==> config.mk <==
export PLATFORM = sky130hd
export DESIGN_NAME = vga_scan_driver
export DESIGN_NICKNAME = d
export VERILOG_FILES = /design/src/rtl/vga_scan_driver.sv
export SDC_FILE = /design/constraint.sdc
export NUM_CORES = 1
export LEC_CHECK = 0
export BUFFER_PORTS_ARGS = -buffer_cell sky130_fd_sc_hd__buf_2
export CAP_MARGIN = 40
export CORE_ASPECT_RATIO = 0.75
export CORE_MARGIN = 3
export CORE_UTILIZATION = 41
export DETAILED_ROUTE_END_ITERATION = 10
export GPL_TIMING_DRIVEN = 1
export SETUP_SLACK_MARGIN = 0.02
export SYNTH_ARGS = -nofsm -noshare
export SYNTH_HDL_FRONTEND = slang
export SYNTH_SLANG_ARGS = --single-unit
==> constraint.sdc <==
create_clock -name clk -period 2.6 [get_ports clk]
set_input_delay 0.65 -clock clk [delete_from_list [all_inputs] [get_ports clk]]
set_output_delay 0.65 -clock clk [all_outputs]
set_load 0.02 [all_outputs]
==> src/rtl/vga_scan_driver.sv <==
// 640x480@60 raster generator: pixel divider, scan counters and a registered colour/sync stage.
// Colour and sync lag the published scan coordinates by exactly one pixel.
module vga_scan_driver #(
   parameter int unsigned CLK_DIV     = 4,
   parameter logic [11:0] BG_COLOR    = 12'hFFF,
   parameter logic [11:0] GREY_COLOR  = 12'h555,
   parameter logic [11:0] WHITE_COLOR = 12'hFFF
) (
   input  logic        clk,
   input  logic        rst,
   input  logic        inGrey,
   input  logic        inWhite,
   output logic [9:0]  vgaX,
   output logic [9:0]  vgaY,
   output logic        FrameClk,
   output logic        pixTick,
   output logic        vgaHs_n,
   output logic        vgaVs_n,
   output logic [11:0] vgaRGB
);

   localparam logic [7:0] DIV_LAST     = 8'(CLK_DIV - 1);
   localparam logic [9:0] H_LAST       = 10'd799;
   localparam logic [9:0] H_VIS        = 10'd640;
   localparam logic [9:0] H_SYNC_START = 10'd656;
   localparam logic [9:0] H_SYNC_END   = 10'd751;
   localparam logic [9:0] V_LAST       = 10'd524;
   localparam logic [9:0] V_VIS        = 10'd480;
   localparam logic [9:0] V_SYNC_START = 10'd490;
   localparam logic [9:0] V_SYNC_END   = 10'd491;

   logic [7:0]  div_r;
   logic [9:0]  h_r;
   logic [9:0]  v_r;
   logic        hs_n_r;
   logic        vs_n_r;
   logic [11:0] rgb_r;

   logic        tick_s;
   logic        active_s;
   logic        hs_n_s;
   logic        vs_n_s;
   logic [11:0] rgb_s;
   logic [7:0]  div_nxt_s;
   logic [9:0]  h_nxt_s;
   logic [9:0]  v_nxt_s;

   // Divider and raster counter next-state; >= compares pull any stray value back to zero
   always_comb begin
      tick_s    = (div_r >= DIV_LAST);
      div_nxt_s = div_r;
      h_nxt_s   = h_r;
      v_nxt_s   = v_r;
      if (tick_s) begin
         div_nxt_s = 8'd0;
         if (h_r >= H_LAST) begin
            h_nxt_s = 10'd0;
            if (v_r >= V_LAST) begin
               v_nxt_s = 10'd0;
            end else begin
               v_nxt_s = v_r + 10'd1;
            end
         end else begin
            h_nxt_s = h_r + 10'd1;
            v_nxt_s = v_r;
         end
      end else begin
         div_nxt_s = div_r + 8'd1;
      end
   end

   // Colour and sync decode for the pixel currently being scanned
   always_comb begin
      active_s = (h_r < H_VIS) && (v_r < V_VIS);
      hs_n_s   = !((h_r >= H_SYNC_START) && (h_r <= H_SYNC_END));
      vs_n_s   = !((v_r >= V_SYNC_START) && (v_r <= V_SYNC_END));
      rgb_s    = 12'h000;
      if (!active_s) begin
         rgb_s = 12'h000;
      end else if (inGrey) begin
         rgb_s = GREY_COLOR;
      end else if (inWhite) begin
         rgb_s = WHITE_COLOR;
      end else begin
         rgb_s = BG_COLOR;
      end
   end

   // Counter state and output registers; outputs only move on a pixel tick
   always_ff @(posedge clk or posedge rst) begin
      if (rst) begin
         div_r  <= 8'd0;
         h_r    <= 10'd0;
         v_r    <= 10'd0;
         hs_n_r <= 1'b1;
         vs_n_r <= 1'b1;
         rgb_r  <= 12'h000;
      end else begin
         div_r <= div_nxt_s;
         h_r   <= h_nxt_s;
         v_r   <= v_nxt_s;
         if (tick_s) begin
            hs_n_r <= hs_n_s;
            vs_n_r <= vs_n_s;
            rgb_r  <= rgb_s;
         end else begin
            hs_n_r <= hs_n_r;
            vs_n_r <= vs_n_r;
            rgb_r  <= rgb_r;
         end
      end
   end

   assign vgaX     = h_r;
   assign vgaY     = v_r;
   assign FrameClk = (v_r >= V_VIS);
   assign pixTick  = tick_s;
   assign vgaHs_n  = hs_n_r;
   assign vgaVs_n  = vs_n_r;
   assign vgaRGB   = rgb_r;

endmodule

Yosys cells after proc, flatten, opt, wreduce, memory -nomap -nowiden
Cells that the tools add are included.
{"block": "op_classes", "n_addsub": 3, "n_mul": 0, "div_mod_pow": 0, "magnitude_cmp": 10, "eq_ne": 0, "shift": 0, "mux": 5, "bitwise_logic": 0, "reduce_logical": 6}
{"operator": "$ge 10x10->1 const B", "count": 3}
{"operator": "$mux 12", "count": 2}
{"operator": "$add 10x1->10 const B", "count": 2}
{"operator": "$ge 10x9->1 const B", "count": 2}
{"operator": "$mux 10", "count": 2}
{"operator": "$le 10x10->1 const B", "count": 1}
{"operator": "$le 10x9->1 const B", "count": 1}
{"operator": "$lt 10x10->1 const B", "count": 1}
{"operator": "$lt 10x9->1 const B", "count": 1}
{"operator": "$add 8x1->8 const B", "count": 1}
{"operator": "$ge 8x2->1 const B", "count": 1}
{"operator": "$mux 8", "count": 1}
{"operator": "$logic_and 1x1->1", "count": 3}
{"operator": "$logic_not 1->1", "count": 2}
{"operator": "$reduce_and 2->1", "count": 1}
{"block": "word_totals", "register_bits": 42, "latchBits": 0, "mem_bits_rw": 0, "rom_bits": 0, "out_inout_bits": 36, "mem_count": 0}

Depth between registers and ports, before layout
Gate-level depths: netlist of the first run.
{"block": "logic_depth", "depth_word": 3, "ltp_mapped": 7}

Worst setup path after synthesis of the first run
No wires, ideal clock.
{"block": "synth_path", "path_type": "register to output", "start": "register div_r[0]", "end": "output pixTick", "arrival_time_ns": 1.458, "slack_ns": 0.492, "stages_incl_launch_ff": 5, "path_buffers": 0, "cell_sequence": "dfrtp_1 ha_1 or4_1 nor2_2 inv_1"}
{"block": "synth_via", "elab_chain_cells": 1}
{"item": "start, declared", "line_no": "32", "text": "logic [7:0] div_r;"}
{"item": "start signal, assigned", "line_no": "99", "text": "div_r <= div_nxt_s;"}
{"item": "$ge 8x2->1", "line_no": "50", "text": "tick_s = (div_r >= DIV_LAST);"}
{"item": "end, declared", "line_no": "16", "text": "output logic pixTick,"}
Every way passes these cells.

Worst setup path in the final report of the first run
Same ends and word-level chain as after synthesis.

==> flow_summary.ini, run 1 <==
[timing]
hold_viol = 0
final.setup.worst_slack_ps = 178
rsz0062_at_grt = false
relSlewSlack_pct = 55.1
tns_ps = 0
finalSetupViolCount = 0
period_minus_slack_ps = 2420
fin_skew_ps = 6.89
slew_viol_final = 0
worst_slew_pin_slew_ps = 674
period_share_pct = 93.2
clock.fmax_mhz = 413

[finish]
drive_gt1_share_pct = 27.4
final_common_cell = buf_2
nNetsFinal = 220
fill_cells = 359
layout_common_cells = buf_2 (38), dfrtp_1 (30), nor2_1 (18)
area_growth_pct = 17.9
diodes = 0

[floorplanning]
ios = 40
coreArea_um2 = 3830
rows = 19
die-area_um2 = 5000
dieHeight_um = 62.0
die_x_um = 80.7
start_util_pct = 44.8

[placed_design]
numPortBuffers = 38
gp_congestion = 0.800
dp_worst_setup_slack_ps = 456
hpwl_um = 2720

[detailed_routing]
wl_per_cell_um = 14.5
drcViolationCount = 0
drt_iter0_markers = 56
vias_per_cell = 5.35
vias = 1412
antenna_left = 0
drtPass1Iterations = 4
routed_wl_um = 3830

[clock_network]
clk_pin_slew_worst_paths_ps = 70
cts_tree = done
clkLatencyLatePin_ps = 280
root_buffer = clkbuf_8
max-clock-path-buffers = 2
cts_sinks = 32
h-tree-depth = 2
post_cts_buffers = 0
cts_buffers = 5

[synth]
synth-seq-cells = 32
syn_avg_cell_area_um2 = 9.92
seq_area_frac_synth_pct = 46.8
netlist_area_um2 = 1720
synth_top_cell_by_area = dfrtp_1
async_reset_ff_share_pct = 100
syn-instance-count = 173
synth_edf_count = 0
synth_ff_type = dfrtp_1
netlist.area_leader.share_pct = 43.8
ys_warn_count = 0
synthTopCellsByArea = dfrtp_1 (44%), buf_4 (4.4%), nor2_1 (3.9%), ha_1 (3.6%), xnor2_1 (3.6%)
synthDistinctLibCells = 42

[pwr]
ir_drop_uv = 735
leakagePower_nw = 0.920
p_per_area_nw_per_um2 = 786

[global_routing]
grt_pass1_wl_um = 6440
grt_start_max_net_pins = 33
antenna_found_initial = 0
grt_overflow = 0
grt_util_all_layers_pct = 17.5
grt_pass1_vias = 1314

[critical_path]
slowest_stage = or4_1
critical_path_arrival_ps = 1770
crit_chain = ha_1, or4_1, nor2_2, inv_2, buf_2
cp-startpoint = div_r[0]
startpoint_type = register
r2r_cells = 5
end_kind = output port
timing.rr.start = div_r[0]
r2r_setup_slack_ps = 550
path_max_fanout = 7
worstPathRequired_ps = 1950
max_stage_delay_ps = 460
reg2reg_to = vgaY[6]
criticalPathCategory = register to output port

[hold_path]
whs_endpoint = div_r[0]
holdPathStages = 1
hold_class = register to register
min-delay-start = div_r[0]

[job]
cap_violations = 0

[run_status]
status = complete, no violations
==> where the power goes <==
group | total, mW | switching, mW | internal (mW)
registers | 0.674 | 0.109 | 0.566
logic | 0.450 | 0.279 | 0.171
clock network | 0.464 | 0.180 | 0.284
total | 1.59 | 0.567 | 1.02
==> state kept, by name, indices dropped and copies added (netlist names) <==
signal	flops
vgaRGB	2
vgaX	10
div_r	8
vgaHs_n	1
vgaY	10
vgaVs_n	1
==> worst max path at each step <==
stage	endpoint	slack, ps	depth (start not counted)
floorplan	pixTick	490	4
global placement	pixTick	450	5
detailed placement	pixTick	460	5
CTS	pixTick	130	5
global route	pixTick	60	5
finish	pixTick	180	5
==> through the flow <==
| stage | cells | utilization (%) | power, mW | hold slack (ps) | area (um^2) |
|---|---|---|---|---|---|
| after floorplan | 178 | - | 0.988 | 410 | 1730 |
| after global placement | 256 | 50.0 | 1.12 | 425 | 1910 |
| after detailed placement | 256 | 50.0 | 1.13 | 425 | 1910 |
| after CTS | 264 | 52.8 | 1.60 | 435 | 2020 |
| after global routing | 264 | 52.8 | 1.70 | 457 | 2020 |
| final | 264 | 52.8 | 1.59 | 430 | 2020 |
==> cell usage after synthesis, types with 3 or more instances <==
master     count
nand4_1        6
dfrtp_1       30
nand3_1        6
xnor2_1        7
nand2b_1       4
o211ai_1       8
buf_4         10
nor2_1        18
o21ai_0        3
a21oi_1        5
ha_1           5
a2111oi_0      3
inv_1         14
nor3_1         5
buf_2          3
and2_1         3
o2bb2ai_1      3
nand2_1        9
==> worst max-delay path: cells and delay by family, from the launching register on <==
family | cells | cell delay, ps
adder cells (fa/ha/maj) | 1 | 250
AND/OR/NAND/NOR | 2 | 620
flip-flops | 1 | 380
buffers and inverters | 2 | 240
==> metal layers <==
metal	track usage (%)	vias to the layer above	share of wire, %
met5	0	-	0
met4	5.30	0	0.47
met3	5.76	2	6.7
met2	26.1	44	43
met1	24.3	690	50
li1	-	676	-
==> repair_timing <==
action | 4_1_cts | 5_1_grt
resized for setup | 0 | 1
endpoints found under the setup margin | 0 | 1
hold endpoints to repair | 0 | 0
hold buffers | 0 | 0
==> logic make-up (layout without fill, tap and decap cells) <==
group | Yosys count | in the layout | share of synthesized area, %
adders and majority gates | 5 | 5 | 3.65
xor gates and xnor gates | 8 | 8 | 4.08
other | 1 | 6 | 0.219
DFF | 32 | 32 | 46.8
muxes | 1 | 1 | 0.584
and+or+nand+nor | 63 | 63 | 20.1
AOI/OAI and AO/OA | 34 | 34 | 15.8
buffers and inverters | 29 | 63 | 8.75
==> final cells by class <==
type | count | area [um^2] | share of cell area (%)
tap | 52 | 65.1 | 3.22
clock inverter | 2 | 35.0 | 1.73
inverter | 14 | 52.6 | 2.60
multi-input combinational | 117 | 781 | 38.6
sequential | 32 | 803 | 39.7
clock buffer | 6 | 72.6 | 3.59
timing repair buffer | 41 | 213 | 10.5
No activity file was read; power rests on OpenSTA's default activity.
==> inputs of run 2 (changes only) <==
PLACE_DENSITY = 0.66   (was default)
clock period = 2.2 ns   (was 2.6 ns; I/O delays follow)
==> flow_summary.ini, run 2 (synthesis results as in run 1) <==
[detailed_routing]
routed_wl_um = 3680
vias = 1424
wl_per_cell_um = 13.6
drt_iter0_markers = 85
vias_per_cell = 5.25
antenna_left = 0
drtPass1Iterations = 4
drcViolationCount = 0

[placed_design]
numPortBuffers = 38
hpwl_um = 2660
dp_worst_setup_slack_ps = 196
gp_congestion = 0.821

[critical_path]
path_max_fanout = 2
end_kind = output port
criticalPathCategory = register to output port
slowest_stage = or4_4
worstPathRequired_ps = 1650
startpoint_type = register
critical_path_arrival_ps = 1590
crit_chain = ha_4, or4_4, nor2_4, inv_2, buf_6
max_stage_delay_ps = 440

[timing]
fin_skew_ps = 6.21
period_share_pct = 97.5
worst_slew_pin_slew_ps = 555
slew_viol_final = 0
hold_viol = 0
relSlewSlack_pct = 62.8
rsz0062_at_grt = true
period_minus_slack_ps = 2140
clock.fmax_mhz = 466
holdWs_ps = 301
finalSetupViolCount = 0
final.setup.worst_slack_ps = 55.7

[finish]
nNetsFinal = 227
drive_gt1_share_pct = 30.6
fill_cells = 354
layout_common_cells = buf_2 (37), dfrtp_1 (30), nor2_1 (18)
area_growth_pct = 23.3
final_common_cell = buf_2
diodes = 0

[global_routing]
grt_pass1_wl_um = 6110
grt_start_max_net_pins = 33
antenna_found_initial = 0
grt_util_all_layers_pct = 16.4
grt_overflow = 0
grt_pass1_vias = 1275

[job]
cap_violations = 0

[floorplanning]
die-area_um2 = 5000
coreArea_um2 = 3830
die_x_um = 80.7
start_util_pct = 44.8
rows = 19
ios = 40
dieHeight_um = 62.0

[clock_network]
root_buffer = clkbuf_8
cts_tree = done
cts_sinks = 32
postCtsHoldBufs = 0
h-tree-depth = 2
clk_pin_slew_worst_paths_ps = 70
cts_buffers = 5
max-clock-path-buffers = 2
clkLatencyLatePin_ps = 280

[pwr]
p_per_area_nw_per_um2 = 887
ir_drop_uv = 701
leakagePower_nw = 0.962

[run_status]
status = complete, no violations

[hold_path]
hold_class = input port to async pin
-- run 2: cell count changes in the layout (fill, tap and decap cells not counted), sizes merged --
| cell | previous run | this run |
|---|---|---|
| buf | 41 | 48 |
-- run 2: layer usage --
metal	global-route usage (%)	vias up	share of wire, %
met4	7.95	0	1.2
met5	0	-	0
met3	4.76	5	8.2
li1	-	694	-
met1	24.0	666	50
met2	22.1	59	40
-- run 2: through the flow --
step / power (mW) / instance area [um^2] / cells / utilization, % / TNS [ps]
2_1_floorplan: 1.17 / 1730 / 178 / - / 0
3_3_place_gp: 1.32 / 1960 / 260 / 51.1 / 0
3_5_place_dp: 1.33 / 1960 / 260 / 51.1 / 0
4_1_cts: 1.90 / 2110 / 270 / 55.1 / -37.1
5_1_grt: 2.00 / 2110 / 271 / 55.2 / -27.7
6_report: 1.88 / 2110 / 271 / 55.2 / 0
-- run 2: area by class of cell --
type	count	area (um^2)	share of cell area, %
flip-flops and latches	32	803	38.0
multi-input cells	117	802	37.9
repair buffers	48	284	13.4
clock buffers	6	72.6	3.43
well taps	52	65.1	3.08
inverters	14	52.6	2.49
clock inverters	2	35.0	1.66
-- run 2: critical path: cells and delay by family (launching register included) --
family	cells	cell delay, ps
adders and majority gates	1	170
buffers and inverters	2	170
DFF	1	410
and+or+nand+nor	2	570
-- run 2: power breakdown --
part	total [mW]	internal, mW	switching (mW)
clock network	0.557	0.336	0.221
logic	0.533	0.207	0.326
registers	0.787	0.668	0.118
total	1.88	1.21	0.665
-- run 2: repair_timing --
action / CTS / global route
buffers inserted: 2 / 1
resized for setup: 7 / 0
pin swaps: 3 / 2
setup endpoints to repair: 1 / 1
-- run 2: final timing paths --
| check | cells past startpoint | startpoint | to | slack [ps] |
|---|---|---|---|---|
| setup / recovery | 5 | div_r[0] | pixTick | 60 |
| hold / removal | 3 | rst | div_r[0] | 300 |
| setup reg to reg | 7 | div_r[0] | vgaX[0] | 260 |
| hold reg to reg | 2 | vgaVs_n | vgaVs_n | 500 |
| max in group asynchronous | 3 | rst | vgaVs_n | 1660 |
| min in group clk | 2 | inGrey | vgaRGB[9] | 440 |
==> inputs of run 3 (changes only) <==
CORE_ASPECT_RATIO = default   (was 0.75)
CTS_BUF_LIST = sky130_fd_sc_hd__clkbuf_8   (was default)
==> flow_summary.ini, run 3 (synthesis results as in run 1) <==
[finish]
fill_cells = 368
diodes = 0
nNetsFinal = 227
fin_cells = 267
layout_common_cells = buf_2 (37), dfrtp_1 (30), nor2_1 (18)
fin_area_um2 = 2080
final_common_cell = buf_2
drive_gt1_share_pct = 30.1
area_growth_pct = 21.2

[global_routing]
grt_start_max_net_pins = 33
antenna_found_initial = 0
grt_pass1_vias = 1277
grt_overflow = 0
grt_util_all_layers_pct = 15.4
grt_pass1_wl_um = 6160

[clock_network]
clkLatencyLatePin_ps = 280
cts_sinks = 32
cts_buffers = 5
cts_tree = done
h-tree-depth = 2
root_buffer = clkbuf_8
postCtsHoldBufs = 0
clk_pin_slew_worst_paths_ps = 60
max-clock-path-buffers = 2

[critical_path]
end_kind = output port
critical_path_arrival_ps = 1590
r2r_cells = 6
slowest_stage = or4_4
path_buf_inv = 2
criticalPathCategory = register to output port
worstPathRequired_ps = 1650
startpoint_type = register
max_stage_delay_ps = 440
cpLargestDelayFamily = simple AND/OR/NAND/NOR gates
cp.depth = 5
path_max_fanout = 2
crit_chain = ha_4, or4_4, nor2_4, inv_2, buf_6

[pwr]
pwr-share-clk_pct = 25.4
combPwrFrac_pct = 30.4
p_per_area_nw_per_um2 = 857
power.internal_mw = 1.12
ir_drop_uv = 400
seqPwrFrac_pct = 44.2
leakagePower_nw = 0.957
power_mw = 1.78
p_switching_mw = 0.661
netSwitchingFraction_pct = 37.1

[timing]
period_minus_slack_ps = 2140
slew_viol_final = 0
hold_viol = 0
relSlewSlack_pct = 62.7
period_share_pct = 97.4
finalSetupViolCount = 0
worst_slew_pin_slew_ps = 545
rsz0062_at_grt = true
fin_skew_ps = 3.37
clock.fmax_mhz = 467

[floorplanning]
die-area_um2 = 5000
rows = 22
start_util_pct = 44.5
dieHeight_um = 70.7
die_x_um = 70.7
ios = 40
coreArea_um2 = 3850

[detailed_routing]
wl_per_cell_um = 13.7
vias = 1405
drt_iter0_markers = 144
drtPass1Iterations = 4
antenna_left = 0
routed_wl_um = 3660
drcViolationCount = 0
vias_per_cell = 5.26

[job]
cap_violations = 0

[placed_design]
placed_area_um2 = 1950
dp_cells = 258
numPortBuffers = 38
hpwl_um = 2570
gp_congestion = 0.835

[hold_path]
hold_class = input port to async pin

[run_status]
status = complete, no violations
==> run 3: changes by cell type in the layout (fill, tap and decap cells not counted) <==
cell,previous run,this run
bufinv_16,1,0
clkbuf_1,1,0
clkbuf_8,5,6
inv_1,13,15
buf_4,9,10
clkinv_2,1,0
buf_12,1,0
==> run 3: timing repair <==
item	4_1_cts	5_1_grt
resized for setup	6	1
buffers inserted	1	0
endpoints found under the setup margin	1	1
pin swaps	2	0
==> run 3: layout make-up <==
cell class / count / area (um^2) / area share, %
tap: 48 / 60.1 / 2.89
sequential: 32 / 803 / 38.6
timing repair buffer: 48 / 272 / 13.1
inverter: 14 / 52.6 / 2.53
clock inverter: 2 / 7.51 / 0.361
multi-input combinational: 117 / 802 / 38.6
clock buffer: 6 / 82.6 / 3.97
==> run 3: final timing paths <==
check	slack [ps]	endpoint	start
max in group asynchronous	1530	vgaHs_n	rst
hold reg to reg	490	div_r[0]	div_r[0]
min in group clk	450	vgaRGB[9]	inGrey
setup reg to reg	420	vgaX[6]	vgaX[1]
hold / removal	330	vgaY[7]	rst
setup / recovery	60	pixTick	div_r[0]
==> run 3: power groups by stage <==
stage / logic [mW] / clock network [mW] / registers (mW)
2_1_floorplan: 0.315 / 0 / 0.853
3_3_place_gp: 0.531 / 0 / 0.795
3_5_place_dp: 0.539 / 0 / 0.798
4_1_cts: 0.546 / 0.465 / 0.788
5_1_grt: 0.600 / 0.487 / 0.812
6_report: 0.542 / 0.452 / 0.788
==> run 3: per-layer routing <==
| layer | track usage [%] | vias to the layer above | part of all wire, % |
|---|---|---|---|
| met5 | 0 | - | 0 |
| met1 | 21.2 | 658 | 46 |
| met4 | 6.26 | 0 | 1.5 |
| li1 | - | 688 | - |
| met3 | 3.55 | 5 | 6.6 |
| met2 | 23.4 | 54 | 46 |
==> run 3: worst register-to-register path, stage by stage, from the launching register on <==
cell and delay (ps):
dfrtp_1 410, ha_1 240, nand4_1 110, a22oi_1 220, and2_1 360, buf_4 250
nor2_1 70
==> run 3: stage by stage <==
stage / worst slack, ps / utilization, % / hold slack [ps] / setup TNS, ps
floorplan: 192 / - / 410 / 0
global placement: 204 / 50.7 / 425 / 0
detailed placement: 186 / 50.7 / 434 / 0
CTS: 26.1 / 53.9 / 353 / 0
global route: -16.3 / 54.0 / 384 / -16.3
finish: 58.3 / 54.0 / 333 / 0
